$ cat config.mk
export PLATFORM = sky130hd
export DESIGN_NAME = sys_seq
export DESIGN_NICKNAME = d
export VERILOG_FILES = /design/src/rtl/sys_seq.sv
export SDC_FILE = /design/constraint.sdc
export NUM_CORES = 1
export LEC_CHECK = 0
export CORE_MARGIN = 2
export CORE_UTILIZATION = 55
export DETAILED_ROUTE_END_ITERATION = 10
export GPL_TIMING_DRIVEN = 1
export MAX_ROUTING_LAYER = met4
export PLACE_DENSITY = 0.79
export SYNTH_ARGS = -nofsm -noshare
export SYNTH_HDL_FRONTEND = slang
export SYNTH_SLANG_ARGS = --single-unit
$ cat constraint.sdc
create_clock -name clk -period 2.7 [get_ports clk]
set_input_delay 0.27 -clock clk [delete_from_list [all_inputs] [get_ports clk]]
set_output_delay 0.27 -clock clk [all_outputs]
set_load 0.03 [all_outputs]
$ cat src/rtl/sys_seq.sv
// -----------------------------------------------------------------------------
// sys_seq -- job sequencer for an H x W weight-stationary systolic array.
//
// A job is accepted from IDLE on start. The sequencer then loads H weight rows
// (LOAD, ctrl_out=1) and streams num_cols activation columns (COMPUTE,
// ctrl_out=0). It waits H+W-2 cycles while the last partial sums ripple out of
// the array (DRAIN), pulses done for one cycle (DONE) and returns to IDLE.
// A job with num_cols=0 goes from LOAD straight to DONE. All outputs are
// decoded from the registered state and counters only.
//
// Parameters
//   H   array height, weight rows per job
//   W   array width, sets the drain length together with H
//   CW  width of num_cols
//
// Ports
//   clk          in   sole clock, rising edge
//   rst          in   synchronous reset, active low
//   start        in   job request, sampled only in IDLE
//   num_cols     in   activation columns in the job, latched on acceptance
//   wt_valid     in   weight row available
//   wt_ready     out  sequencer accepts a weight row (LOAD)
//   act_valid    in   activation column available
//   act_ready    out  sequencer accepts an activation column (COMPUTE)
//   ctrl_out     out  array mode, 1 = weight load, 0 = partial-sum compute
//   row_cnt      out  index of the next weight row to load
//   busy         out  high in every state except IDLE
//   done         out  one-cycle job-complete pulse
//   perf_cycles  out  (only with SYS_SEQ_PERF_CNT_EN) job cycle count
//
// Build option
//   SYS_SEQ_PERF_CNT_EN  when defined, adds the 32-bit perf_cycles output.
// -----------------------------------------------------------------------------
module sys_seq #(
   parameter int H  = 32,
   parameter int W  = 32,
   parameter int CW = 8
) (
   input  logic                                clk,
   input  logic                                rst,
   input  logic                                start,
   input  logic [CW-1:0]                       num_cols,
   input  logic                                wt_valid,
   output logic                                wt_ready,
   input  logic                                act_valid,
   output logic                                act_ready,
   output logic                                ctrl_out,
   output logic [((H > 1) ? $clog2(H) : 1)-1:0] row_cnt,
   output logic                                busy,
   output logic                                done
`ifdef SYS_SEQ_PERF_CNT_EN
   ,
   output logic [31:0]                         perf_cycles
`endif
);

   // Row counter width; a 1-row array still needs a 1-bit counter.
   localparam int RW        = (H > 1) ? $clog2(H) : 1;
   // Cycles the partial sums need to leave the array after the last column.
   localparam int DRAIN_LEN = H + W - 2;
   // Drain counter runs 0 .. DRAIN_LEN-1.
   localparam int DW        = (DRAIN_LEN > 1) ? $clog2(DRAIN_LEN) : 1;

   localparam logic [RW-1:0] ROW_LAST   = RW'(H - 1);
   localparam logic [DW-1:0] DRAIN_LAST = DW'((DRAIN_LEN > 0) ? (DRAIN_LEN - 1) : 0);

   typedef enum logic [2:0] {
      S_IDLE    = 3'd0,
      S_LOAD    = 3'd1,
      S_COMPUTE = 3'd2,
      S_DRAIN   = 3'd3,
      S_DONE    = 3'd4
   } state_t;

   state_t          state_q, state_d;
   logic [RW-1:0]   row_q,   row_d;
   logic [CW-1:0]   col_q,   col_d;
   logic [CW-1:0]   ncols_q, ncols_d;
   logic [DW-1:0]   drain_q, drain_d;

   // One extra bit so the compare against num_cols = 2^CW-1 cannot wrap.
   logic [CW:0]     col_next;

   assign col_next = {1'b0, col_q} + (CW + 1)'(1);

   // ------------------------------------------------------------------------
   // State and counter registers
   // ------------------------------------------------------------------------
   always_ff @(posedge clk) begin
      if (!rst) begin
         state_q <= S_IDLE;
         row_q   <= '0;
         col_q   <= '0;
         ncols_q <= '0;
         drain_q <= '0;
      end else begin
         state_q <= state_d;
         row_q   <= row_d;
         col_q   <= col_d;
         ncols_q <= ncols_d;
         drain_q <= drain_d;
      end
   end

   // ------------------------------------------------------------------------
   // Next-state and counter logic
   // ------------------------------------------------------------------------
   always_comb begin
      state_d = state_q;
      row_d   = row_q;
      col_d   = col_q;
      ncols_d = ncols_q;
      drain_d = drain_q;

      unique case (state_q)
         S_IDLE: begin
            if (start) begin
               state_d = S_LOAD;
               ncols_d = num_cols;
               row_d   = '0;
               col_d   = '0;
               drain_d = '0;
            end
         end

         // wt_ready is high for the whole of LOAD, so wt_valid alone marks a beat.
         S_LOAD: begin
            if (wt_valid) begin
               if (row_q == ROW_LAST) begin
                  row_d   = '0;
                  state_d = (ncols_q != '0) ? S_COMPUTE : S_DONE;
               end else begin
                  row_d = row_q + RW'(1);
               end
            end
         end

         // act_ready is high for the whole of COMPUTE.
         S_COMPUTE: begin
            if (act_valid) begin
               if (col_next == {1'b0, ncols_q}) begin
                  col_d   = '0;
                  // A degenerate 1x1 array has nothing to drain.
                  state_d = (DRAIN_LEN == 0) ? S_DONE : S_DRAIN;
               end else begin
                  col_d = col_next[CW-1:0];
               end
            end
         end

         S_DRAIN: begin
            if (drain_q == DRAIN_LAST) begin
               drain_d = '0;
               state_d = S_DONE;
            end else begin
               drain_d = drain_q + DW'(1);
            end
         end

         // start is deliberately not looked at here: a new job needs IDLE.
         S_DONE: begin
            state_d = S_IDLE;
         end

         default: begin
            state_d = S_IDLE;
         end
      endcase
   end

   // ------------------------------------------------------------------------
   // Moore output decode
   // ------------------------------------------------------------------------
   always_comb begin
      wt_ready  = 1'b0;
      act_ready = 1'b0;
      ctrl_out  = 1'b0;
      busy      = 1'b0;
      done      = 1'b0;
      row_cnt   = row_q;

      unique case (state_q)
         S_LOAD: begin
            wt_ready = 1'b1;
            ctrl_out = 1'b1;
            busy     = 1'b1;
         end
         S_COMPUTE: begin
            act_ready = 1'b1;
            busy      = 1'b1;
         end
         S_DRAIN: begin
            busy = 1'b1;
         end
         S_DONE: begin
            busy = 1'b1;
            done = 1'b1;
         end
         default: begin
         end
      endcase
   end

`ifdef SYS_SEQ_PERF_CNT_EN
   // ------------------------------------------------------------------------
   // Job cycle counter
   //
   // In any busy cycle the value is the number of cycles from the start cycle
   // through the current cycle inclusive, so in the done cycle it equals the
   // full job length. Acceptance therefore restarts the count at 2 (the start
   // cycle plus the first LOAD cycle). It stops advancing on leaving DONE and
   // holds in IDLE until the next job is accepted.
   // ------------------------------------------------------------------------
   logic [31:0] perf_q, perf_d;

   always_comb begin
      perf_d = perf_q;
      if ((state_q == S_IDLE) && start) begin
         perf_d = 32'd2;
      end else if ((state_q != S_IDLE) && (state_d != S_IDLE)) begin
         perf_d = perf_q + 32'd1;
      end
   end

   always_ff @(posedge clk) begin
      if (!rst) begin
         perf_q <= '0;
      end else begin
         perf_q <= perf_d;
      end
   end

   assign perf_cycles = perf_q;
`endif

endmodule

# Word-level counts from Yosys, hierarchy flattened
# Index checks and enable logic that the tools add are counted.
classes:
  n_reduce_logical: 11
  n_addsub: 3
  mux: 23
  n_eq_ne: 13
op_table:
  columns: ["op", "n"]
  rows:
  - ["$mux 8", 3]
  - ["$mux 3", 7]
  - ["$pmux 8 s2", 1]
  - ["$mux 5", 3]
  - ["$mux 6", 2]
  - ["$ne 2x2->1 const B", 6]
  - ["$pmux 3 s4", 1]
  - ["$pmux 6 s2", 1]
  - ["$pmux 5 s2", 1]
  - ["$add 8x1->9 const B", 1]
  - ["$eq 9x8->1", 1]
  - ["$reduce_bool 8->1", 1]
  - ["$add 6x1->6 const B", 1]
  - ["$eq 3x2->1 const B", 2]
  - ["$eq 6x6->1 const B", 1]
  - ["$reduce_and 3->1", 2]
  - ["$reduce_and 6->1", 1]
  - ["$reduce_bool 2->1", 3]
  - ["$add 5x1->5 const B", 1]
  - ["$eq 5x5->1 const B", 1]
  - ["$mux 1", 4]
  - ["$reduce_and 2->1", 2]
  - ["$reduce_or 4->1", 1]
  - ["$eq 3x1->1 const B", 1]
  - ["other kinds (2)", 2]
totals:
  out_inout_bits: 10
  reg_bits: 30
  input_bits: 13

# Longest topological paths before layout
# Gate-level depths: netlist (run 1).
logic_depth:
  depth_word: 5
  mapped_depth: 8
  depth_no_buf: 8

# Worst setup path after synthesis (run 1)
# Ideal clock, no wire load.
synth_path:
  path_kind: "reg-to-reg"
  start: "reg col_q[0]"
  end: "reg state_q[0]"
  n_path_buf: 0
  t_required_ps: 2630
  period_less_slack_ps: 2184
  path_stages_with_launch: 8
  setup_time_ps: 70
  arrival_time_ps: 2114
  slack_ps: 516
  path_cell_list: "dfxtp_1 > ha_1 > nand3_2 > or4b_1 > a31oi_1 > o2111ai_1 > a2111o_1 > a21boi_1"
synth_between:
  elab_chain_len: 4
synth_lines:
  columns: ["element", "line_no", "source"]
  rows:
  - ["start, declared", "77", "logic [CW-1:0] col_q, col_d;"]
  - ["start signal, assigned", "99", "col_q <= col_d;"]
  - ["$add 8x1->9", "84", "assign col_next = {1'b0, col_q} + (CW + 1)'(1);"]
  - ["$eq 9x8->1", "141", "if (col_next == {1'b0, ncols_q}) begin"]
  - ["$ne 2x2->1 (no source line)", null, null]
  - ["$reduce_and 6->1 (no source line)", null, null]
  - ["end signal, assigned", "97", "state_q <= state_d;"]
  - ["end, declared", "75", "state_t state_q, state_d;"]
# Every way passes these cells.
# A chain may end at the register's enable or synchronous reset.

# Final worst setup path (run 1)
layout_path:
  start: "reg state_q[1]"
  end: "out act_ready"
layout_between:
  elab_chain_len: 2
layout_lines:
  columns: ["element", "line_no", "source"]
  rows:
  - ["$eq 3x2->1", "182", "unique case (state_q)"]
  - ["$mux 1", "182", null]
  - ["end, declared", "46", "output logic act_ready,"]
# Every way passes these cells.

==> results_dict.tcl, run 1 <==
set metrics [dict create \
    yosys_warnings 0 \
    timing.max_slew.rel_slack 0.5262 \
    post-synth-top-area-cell "sky130_fd_sc_hd__dfxtp_1" \
    crit_path_start_kind "flip-flop" \
    drc_errors 0 \
    detailed_place_hpwl_um 2891 \
    combinationalPowerShare 0.240 \
    synth_seq_cells 30 \
    syn-cell-area_mm2 0.001799 \
    clk_latency_ps 330 \
    cts_buffer_depth 2 \
    first_global_vias 1523 \
    dp_slack_ps 268.3 \
    report.final.hold_viol_count 0 \
    syn2layout_area_growth_pct 18.50 \
    r2r_cells 7 \
    globalRouteTotalUtil 0.2555 \
    grt_use_met2 0.3967 \
    synth_top_area_frac 0.3338 \
    cts-htree-levels 2 \
    io_buffer_count 22 \
    fin_worst_hold_slack_ps 492.2 \
    final.period_utilization 0.9272 \
    totalNegativeSetupSlack_ps 0 \
    grt_start_max_net_pins 21 \
    slew_viol_final 0 \
    drt_pre_antenna_iters 4 \
    max_freq_mhz 399.5 \
    global_route_total_overflow 0 \
    dominantRegCellSynth "sky130_fd_sc_hd__dfxtp_1" \
    pwr-share-clk 0.307 \
    numCtsBuffers 5 \
    setup_slack_ps 196.6 \
    cts_hold_repair.buffers 0 \
    initial_core_util 0.5846 \
    root_buffer "sky130_fd_sc_hd__clkbuf_4" \
    globalplace.congestion 0.8959 \
    cts.reportedPaths.clkPinSlew_ps 100 \
    die-area_mm2 0.003745 \
    cpPeakStageDelay_ps 690 \
    grtUsageMet1 0.3243 \
    core_mm2 0.003078 \
    global_route.usage.met3 0.06933 \
    antenna_found_initial 0 \
    ios 23 \
    synth_cell_types 45 \
    worst_setup_path_end_kind "output pin" \
    period_needed_ps 2503 \
    critical_path_required_ps 2430 \
    global_route.peak_usage_layer "met2" \
    syn-num-nets 249 \
    postRouteAntennaNets 0 \
    sw_frac_of_total 0.3107 \
    cts_repair_resizes 0 \
    critical_path.cell_chain "or3b_2 -> inv_1 -> clkdlybuf4s50_1" \
    internal_power_uw 748.8 \
    synth_enable_flop_cells 0 \
    postSynthCellCount 231 \
    worst_ir_drop_vdd_mv 0.3495 \
    crit_fanout 10 \
    net-switching-power_uw 337.5 \
    static-leakage-power_uw 0.0007649 \
    route.detailed.vias_per_inst 5.620 \
    data_arrival_time_at_the_worst_slack_endpoint_ps 2230 \
    dieHeight_um 61.20 \
    antenna_cells 0 \
    worstHoldPathCells 2 \
    rsz_0062_raised_after_global_routing "false" \
    ys_seq_area_frac 0.3338 \
    core.rowCount 20 \
    wl_per_cell_um 13.32 \
    seq_power_share 0.453 \
    setup_viol_count_final 0 \
    maxCapViolCount 0 \
    share_of_layout_cells_above_drive_strength_1 0.07905 \
    grt_first_pass_wirelength_um 6858 \
    cts_tree "built" \
    syn_area_per_cell_um2 7.789 \
    via_count 1669 \
    fp.dieW_um 61.20 \
    cpMaxStageDelayCell "sky130_fd_sc_hd__clkdlybuf4s50_1" \
    finalCoreUtilization 0.6927 \
    final_net_count 270 \
    cts.sink_count 30 \
    clock-skew-final_ps 12.54 \
    hp_class "flip-flop to flip-flop" \
    tightestPinTransition_ps 710.6 \
    timing.setup.critical_path_class "flip-flop to output pin" \
    result_of_the_run "finished clean" \
    postCtsSetupBuffers 0 \
    yosys-top-cells-area "sky130_fd_sc_hd__dfxtp_1 (33%), sky130_fd_sc_hd__nand2_1 (9.0%), sky130_fd_sc_hd__a21boi_0 (5.4%)" \
    synthArstFlopShare 0 \
    drt_iter0_drc 70 \
    totalWireLength_um 3955 \
    power.density_cell_area_mw_per_mm2 509.5 \
]
## through the flow
stage	instance area [um^2]	total power (uW)	instances
6_report	2132	1086	297
5_1_grt	2132	1151	297
4_1_cts	2132	1098	297
3_5_place_dp	2053	761.9	289
3_3_place_gp	2053	757.3	289
2_1_floorplan	1799	670.6	231
## synth_stat cells (5+ instances only)
cell type                   n
sky130_fd_sc_hd__nor2_1    10
sky130_fd_sc_hd__ha_1       5
sky130_fd_sc_hd__a21boi_0  13
sky130_fd_sc_hd__nor2b_1   14
sky130_fd_sc_hd__buf_2      5
sky130_fd_sc_hd__nand3_1   13
sky130_fd_sc_hd__clkbuf_1   7
sky130_fd_sc_hd__a21oi_1    9
sky130_fd_sc_hd__o211ai_1   5
sky130_fd_sc_hd__dfxtp_1   30
sky130_fd_sc_hd__and2_1     6
sky130_fd_sc_hd__nand2_1   43
sky130_fd_sc_hd__nor3_1     8
sky130_fd_sc_hd__xnor2_1    5
sky130_fd_sc_hd__o21ai_0    5
## state kept, by name, indices dropped and copies added (netlist names)
register,flops
state_q,3
ncols_q,8
row_cnt,5
drain_q,6
col_q,8
## placed cells by master (no fill, tap or decap), types with 2 or more instances in the layout
master / netlist / routed
sky130_fd_sc_hd__nand2_1: 43 / 43
sky130_fd_sc_hd__dfxtp_1: 30 / 30
sky130_fd_sc_hd__clkdlybuf4s50_1: 0 / 22
sky130_fd_sc_hd__nor2b_1: 14 / 14
sky130_fd_sc_hd__nand3_1: 13 / 13
sky130_fd_sc_hd__a21boi_0: 13 / 13
sky130_fd_sc_hd__nor2_1: 10 / 10
sky130_fd_sc_hd__a21oi_1: 9 / 9
sky130_fd_sc_hd__nor3_1: 8 / 8
sky130_fd_sc_hd__and2_1: 6 / 6
sky130_fd_sc_hd__xnor2_1: 5 / 5
sky130_fd_sc_hd__o211ai_1: 5 / 5
sky130_fd_sc_hd__o21ai_0: 5 / 5
sky130_fd_sc_hd__ha_1: 5 / 5
sky130_fd_sc_hd__clkbuf_4: 0 / 5
sky130_fd_sc_hd__buf_4: 1 / 5
sky130_fd_sc_hd__inv_1: 4 / 4
sky130_fd_sc_hd__nor4_1: 4 / 4
sky130_fd_sc_hd__xor2_1: 4 / 4
sky130_fd_sc_hd__a31oi_1: 4 / 4
sky130_fd_sc_hd__nand4_1: 4 / 4
sky130_fd_sc_hd__nand3b_1: 3 / 3
sky130_fd_sc_hd__nor3b_1: 3 / 3
sky130_fd_sc_hd__o221a_2: 3 / 3
sky130_fd_sc_hd__clkbuf_8: 0 / 3
sky130_fd_sc_hd__and3_1: 2 / 2
sky130_fd_sc_hd__nand2b_1: 2 / 2
## area by class of cell
class	instances	area, um^2
Clock buffer	8	78.83
Fill cell	284	945.9
Inverter	4	15.01
Multi-Input combinational cell	184	1125
Sequential cell	30	600.6
Tap cell	44	55.05
Timing Repair Buffer	27	257.7
## per-layer routing
layer / wire length [um] / part of all wire
met3: 232 / 0.059
met1: 1891 / 0.48
met2: 1787 / 0.45
met5: 0 / 0
met4: 44 / 0.011
## cells by family (layout without fill, tap and decap cells)
group           after synthesis  in the layout  share of synthesized area
compound gates               51             51                     0.2038
simple gates                119            119                     0.3428
flops                        30             30                     0.3338
fa+ha+maj                     5              5                    0.03477
buf+inv                      17             39                    0.04103
xor+xnor                      9              9                    0.04381
## worst paths after layout
check / startpoint / to / slack [ps]
setup / recovery: state_q[1] / act_ready / 200
setup reg to reg: col_q[0] / state_q[0] / 270
hold reg to reg: row_cnt[4] / row_cnt[4] / 490
hold / removal: row_cnt[4] / row_cnt[4] / 490
## worst max-delay path, delay by kind of cell, from the launching register on
kind                   cells  cell delay [ps]
AND/OR/NAND/NOR            1              520
flip-flops                 1              540
buffers and inverters      2              840
## power groups by stage
stage / combinational, uW / clock, uW / sequential [uW]
global route: 289 / 366 / 496
CTS: 261 / 345 / 492
global placement: 256 / 0 / 501
floorplan: 181 / 0 / 489
finish: 261 / 334 / 492
detailed placement: 260 / 0 / 502
No activity file was read; power rests on OpenSTA's default activity.
==> run 2: changes to the inputs <==
Clock period 2.7 ns to 2.4 ns, I/O delays scaled along.
==> run 2 against run 1 <==
  * Final area increased by 0.65%
  * Largest power group unchanged
  * Wire length decreased by 2.9%
  * Highest routed layer unchanged
  * Largest cell class unchanged
  * Critical endpoint is now state_q[0]
  * Global-route usage decreased by 1.0 points
  * Worst hold slack got worse by 33 ps
==> results_dict.tcl, run 2 (synthesized netlist as in run 1, its figures left out) <==
set metrics [dict create \
    final_net_count 274 \
    fp.dieW_um 61.20 \
    critical_path_required_ps 2660 \
    share_of_layout_cells_above_drive_strength_1 0.08949 \
    setup_slack_ps 152.6 \
    clk_latency_ps 330 \
    rsz_0062_raised_after_global_routing "false" \
    initial_core_util 0.5846 \
    fin_worst_hold_slack_ps 459.5 \
    grt_first_pass_wirelength_um 6548 \
    most-common-layout-cells "sky130_fd_sc_hd__nand2_1 (43), sky130_fd_sc_hd__dfxtp_1 (30), sky130_fd_sc_hd__clkdlybuf4s50_1 (21)" \
    timing.max_slew.rel_slack 0.4498 \
    report.final.hold_viol_count 0 \
    net-switching-power_uw 379.0 \
    setup.worst_path.end "state_q[0]" \
    postRouteAntennaNets 0 \
    root_buffer "sky130_fd_sc_hd__clkbuf_4" \
    cts.reportedPaths.clkPinSlew_ps 90 \
    data_arrival_time_at_the_worst_slack_endpoint_ps 2510 \
    worst_setup_path_end_kind "flip-flop" \
    slew_viol_final 0 \
    antenna_cells 0 \
    finalCoreUtilization 0.6972 \
    global_route_total_overflow 0 \
    crit_fanout 6 \
    max_freq_mhz 445.0 \
    core.rowCount 20 \
    final.period_utilization 0.9364 \
    placed_cells 293 \
    r2r_slack_ps 150 \
    drc_errors 0 \
    top_regs "col_q: 8 flops, ncols_q: 8 flops, drain_q: 6 flops" \
    combinationalPowerShare 0.264 \
    filler_cell_count 257 \
    tightestPinTransition_ps 825.3 \
    globalRouteTotalUtil 0.2451 \
    drt_iter0_drc 105 \
    maxCapViolCount 0 \
    setup_viol_count_final 0 \
    totalNegativeSetupSlack_ps 0 \
    power.density_cell_area_mw_per_mm2 544.9 \
    cts_tree "built" \
    crit_start "col_q[1]" \
    ios 23 \
    io_buffer_count 22 \
    pwr-share-clk 0.273 \
    area.sequential_um2 600.6 \
    internal_power_uw 790.3 \
    sw_frac_of_total 0.3242 \
    commonest_non_fill_non_tap_cell_in_the_layout "sky130_fd_sc_hd__nand2_1" \
    postCtsSetupBuffers 0 \
    via_count 1674 \
    cts_repair_resizes 0 \
    detailed_place_hpwl_um 2810 \
    syn2layout_area_growth_pct 19.26 \
    cts.sink_count 30 \
    worst_ir_drop_vdd_mv 0.3632 \
    crit_path_start_kind "flip-flop" \
    combined_area_of_the_multi_input_logic_cells_mm2 0.001125 \
    totalWireLength_um 3842 \
    drt_pre_antenna_iters 4 \
    dp_slack_ps 184.5 \
    cts_buffer_depth 2 \
    critical_path.reg2reg.startpoint "col_q[1]" \
    fin_cells 301 \
    r2r_cells 7 \
    cts-htree-levels 2 \
    globalplace.congestion 0.9730 \
    numCtsBuffers 5 \
    period_needed_ps 2247 \
    result_of_the_run "finished clean" \
    route.detailed.vias_per_inst 5.561 \
    seq_power_share 0.463 \
    first_global_vias 1511 \
    wl_per_cell_um 12.76 \
    antenna_found_initial 0 \
    grt_start_max_net_pins 22 \
    dieHeight_um 61.20 \
    cts_hold_repair.buffers 0 \
    core_mm2 0.003078 \
    static-leakage-power_uw 0.0007954 \
    timing.setup.critical_path_class "flip-flop to flip-flop" \
    r2r-end "state_q[0]" \
    die-area_mm2 0.003745 \
    hp_class "input pin to flip-flop" \
    clock-skew-final_ps 6.094 \
]
run 2: cell count changes in the layout (fill, tap and decap cells not counted):
cell and delta:
sky130_fd_sc_hd__buf_4 +4, sky130_fd_sc_hd__clkbuf_8 -2, sky130_fd_sc_hd__clkbuf_1 +1, sky130_fd_sc_hd__clkdlybuf4s50_1 -1, sky130_fd_sc_hd__clkinv_2 +1, sky130_fd_sc_hd__dlymetal6s2s_1 +1
run 2: area by class of cell:
cell class,count,share of cell area
Clock buffer,7,0.02566
Clock inverter,1,0.002332
Inverter,4,0.006997
Multi-Input combinational cell,184,0.5242
Sequential cell,30,0.2799
Tap cell,44,0.02566
Timing Repair Buffer,31,0.1353
run 2: worst min path at each step:
stage | start | to | slack (ps) | depth (start not counted)
2_1_floorplan | num_cols[3] | ncols_q[3] | 380 | 2
3_3_place_gp | row_cnt[4] | row_cnt[4] | 480 | 2
3_5_place_dp | ncols_q[0] | ncols_q[0] | 490 | 2
4_1_cts | num_cols[7] | ncols_q[7] | 450 | 3
5_1_grt | num_cols[5] | ncols_q[5] | 460 | 3
6_report | num_cols[1] | ncols_q[1] | 460 | 3
run 2: power by group through the flow:
stage,logic (uW),clock network (uW),registers [uW]
detailed placement,308,0,553
global placement,306,0,553
global route,342,351,545
floorplan,204,0,550
CTS,309,327,542
finish,309,319,542
run 2: metrics by stage:
stage	total power (uW)	cell area (um^2)
2_1_floorplan	754.5	1799
3_3_place_gp	858.4	2083
3_5_place_dp	861.7	2083
4_1_cts	1178	2143
5_1_grt	1238	2146
6_report	1169	2146
run 2: worst max-delay path, stage by stage (launching register included):
cell and delay, ps:
sky130_fd_sc_hd__dfxtp_1 430, sky130_fd_sc_hd__ha_1 230, sky130_fd_sc_hd__nand3_2 130, sky130_fd_sc_hd__or4b_1 490
sky130_fd_sc_hd__a31oi_1 190, sky130_fd_sc_hd__o2111ai_1 160, sky130_fd_sc_hd__a2111o_1 440, sky130_fd_sc_hd__a21boi_1 120
run 2: routing by layer:
| layer | share of wire | wire (um) | GRT usage |
|---|---|---|---|
| met4 | 0.0049 | 19 | 0.1056 |
| met3 | 0.044 | 170 | 0.05252 |
| met1 | 0.48 | 1858 | 0.2943 |
| met5 | 0 | 0 | - |
| met2 | 0.47 | 1793 | 0.3951 |
==> patch (config.mk and constraints of run 1) <==
Set the parameter `CW` to 16 (it was 8).
--- a/src/rtl/sys_seq.sv
+++ b/src/rtl/sys_seq.sv
@@ -34,7 +34,7 @@
 module sys_seq #(
    parameter int H  = 32,
    parameter int W  = 32,
-   parameter int CW = 8
+   parameter int CW = 16
 ) (
    input  logic                                clk,
    input  logic                                rst,
Ports: changed (resized num_cols); port bits go from 23 to 31. No check against the original RTL was run, so the function may have changed too.
==> patch against run 1 <==
  * Worst setup slack lost 42 ps
  * Cell area grew 55%
  * Area after synthesis grew 53%
  * Power is 120% higher
  * Sequential cell count rose by 16
  * Clock skew fell by 6.6 ps
  * Wire length grew 72%
==> patch: results <==
group,metric,value,unit
outcome,outcome,"finished, final reports clean",
final_layout,nFillCells,397,
final_layout,top_regs,"col_q x16, ncols_q x16, drain_q x6",
final_layout,drive_gt1_share,13.1,%
detailed_routing,vias,2745,
clock_tree,cts_root_buf,"clkbuf_8",
placed_design,place.gp.congestion,1.00,
clock_tree,htreeDepth,2,
clock_tree,cts.clk_slew.worst_paths,90,ps
global_routing,grt_start_max_net_pins,29,
yosys,synth.yosys.seq_area_share,33.4,%
yosys,async_flop_share,0,%
yosys,synth.top_cells.by_count,"nand2_1 (64), dfxtp_1 (46), a21oi_1 (28), nor2_1 (28), nand3_1 (22)",
placed_design,dp_slack,69.0,ps
clock_tree,clk_latency,310,ps
detailed_routing,drtPass1Iterations,7,
pwr,peakVddDrop,479,uV
clock_tree,clockBufferDepth,2,
global_routing,first_global_vias,2415,
placed_design,dp_hpwl,4980,um
sta,slew_headroom,55.7,%
final_layout,final_nets,414,
detailed_routing,drt_iter0_markers,299,
sta,finClkSkew,5.89,ps
critical_path,critPathMaxFanout,11,
yosys,ys_types,55,
global_routing,grt_pass1_wl,11300,um
pwr,p_leak,1.16,nW
detailed_routing,wl_per_cell,15.0,um
placed_design,port_buffers,30,
yosys,syn_nets,382,
global_routing,grt_util_all_layers,27.0,%
[patch: kinds of logic (layout without fill, tap and decap cells)]
group | after synthesis | in the layout | share of synthesized area (%)
and+or+nand+nor | 181 | 181 | 34.6
AOI/OAI and AO/OA | 70 | 70 | 17.0
DFF | 46 | 46 | 33.4
buffers and inverters | 30 | 63 | 4.94
xor gates and xnor gates | 20 | 20 | 6.35
adders and majority gates | 5 | 5 | 2.27
muxes | 4 | 4 | 1.54
[patch: timing repair]
action,4_1_cts,5_1_grt
hold buffers,0,0
setup buffers,0,0
endpoints found under the setup margin,0,17
resized for setup,0,8
[patch: final cells by class]
type | count | share of cell area (%)
timing repair buffer | 46 | 12.7
tap | 67 | 2.54
clock inverter | 2 | 1.14
clock buffer | 6 | 2.20
inverter | 9 | 1.02
sequential | 46 | 28.1
multi-input combinational | 280 | 52.4
[patch: final timing paths]
path,slack [ps],end,startpoint,cells after the start
worst max register to register,150,col_q[0]$_SDFFE_PN0P_,col_q[5]$_SDFFE_PN0P_,8
worst min register to register,480,row_cnt[4]$_SDFFE_PN0P_,row_cnt[4]$_SDFFE_PN0P_,2
worst min-delay path,480,row_cnt[4]$_SDFFE_PN0P_,row_cnt[4]$_SDFFE_PN0P_,2
worst max-delay path,150,col_q[0]$_SDFFE_PN0P_,col_q[5]$_SDFFE_PN0P_,8
[patch: worst max-delay path, stage by stage, from the launching register on]
cell	delay, ps
dfxtp_1	490
nand3_4	180
nor3_4	310
or3b_1	390
a221oi_2	410
nand4_4	250
buf_4	220
nand2_1	90
o21ai_0	90
[patch: power by group]
part | total [mW] | leakage [nW] | internal [mW] | switching (mW)
sequential | 0.839 | 0.375 | 0.749 | 0.0898
clock | 0.523 | 0.0514 | 0.276 | 0.246
combinational | 0.974 | 0.737 | 0.388 | 0.587
[patch: routing by layer]
layer,part of all wire (%),wire (um),track usage [%]
met1,43,2930,35.4
met2,47,3190,41.9
met3,7.7,522,4.95
met4,2.6,174,9.52
met5,0,0,-
[patch: stage by stage]
| step | util [%] | cell area, sq um | hold WS [ps] | power (mW) | std cells |
|---|---|---|---|---|---|
| 3_5_place_dp | 66.0 | 3160 | 472 | 1.81 | 448 |
| 4_1_cts | 68.3 | 3270 | 484 | 2.32 | 456 |
| 5_1_grt | 68.9 | 3300 | 508 | 2.47 | 456 |
| 6_report | 68.9 | 3300 | 478 | 2.34 | 456 |
| 3_3_place_gp | 66.0 | 3160 | 459 | 1.80 | 448 |
| 2_1_floorplan | - | 2760 | 406 | 1.51 | 356 |
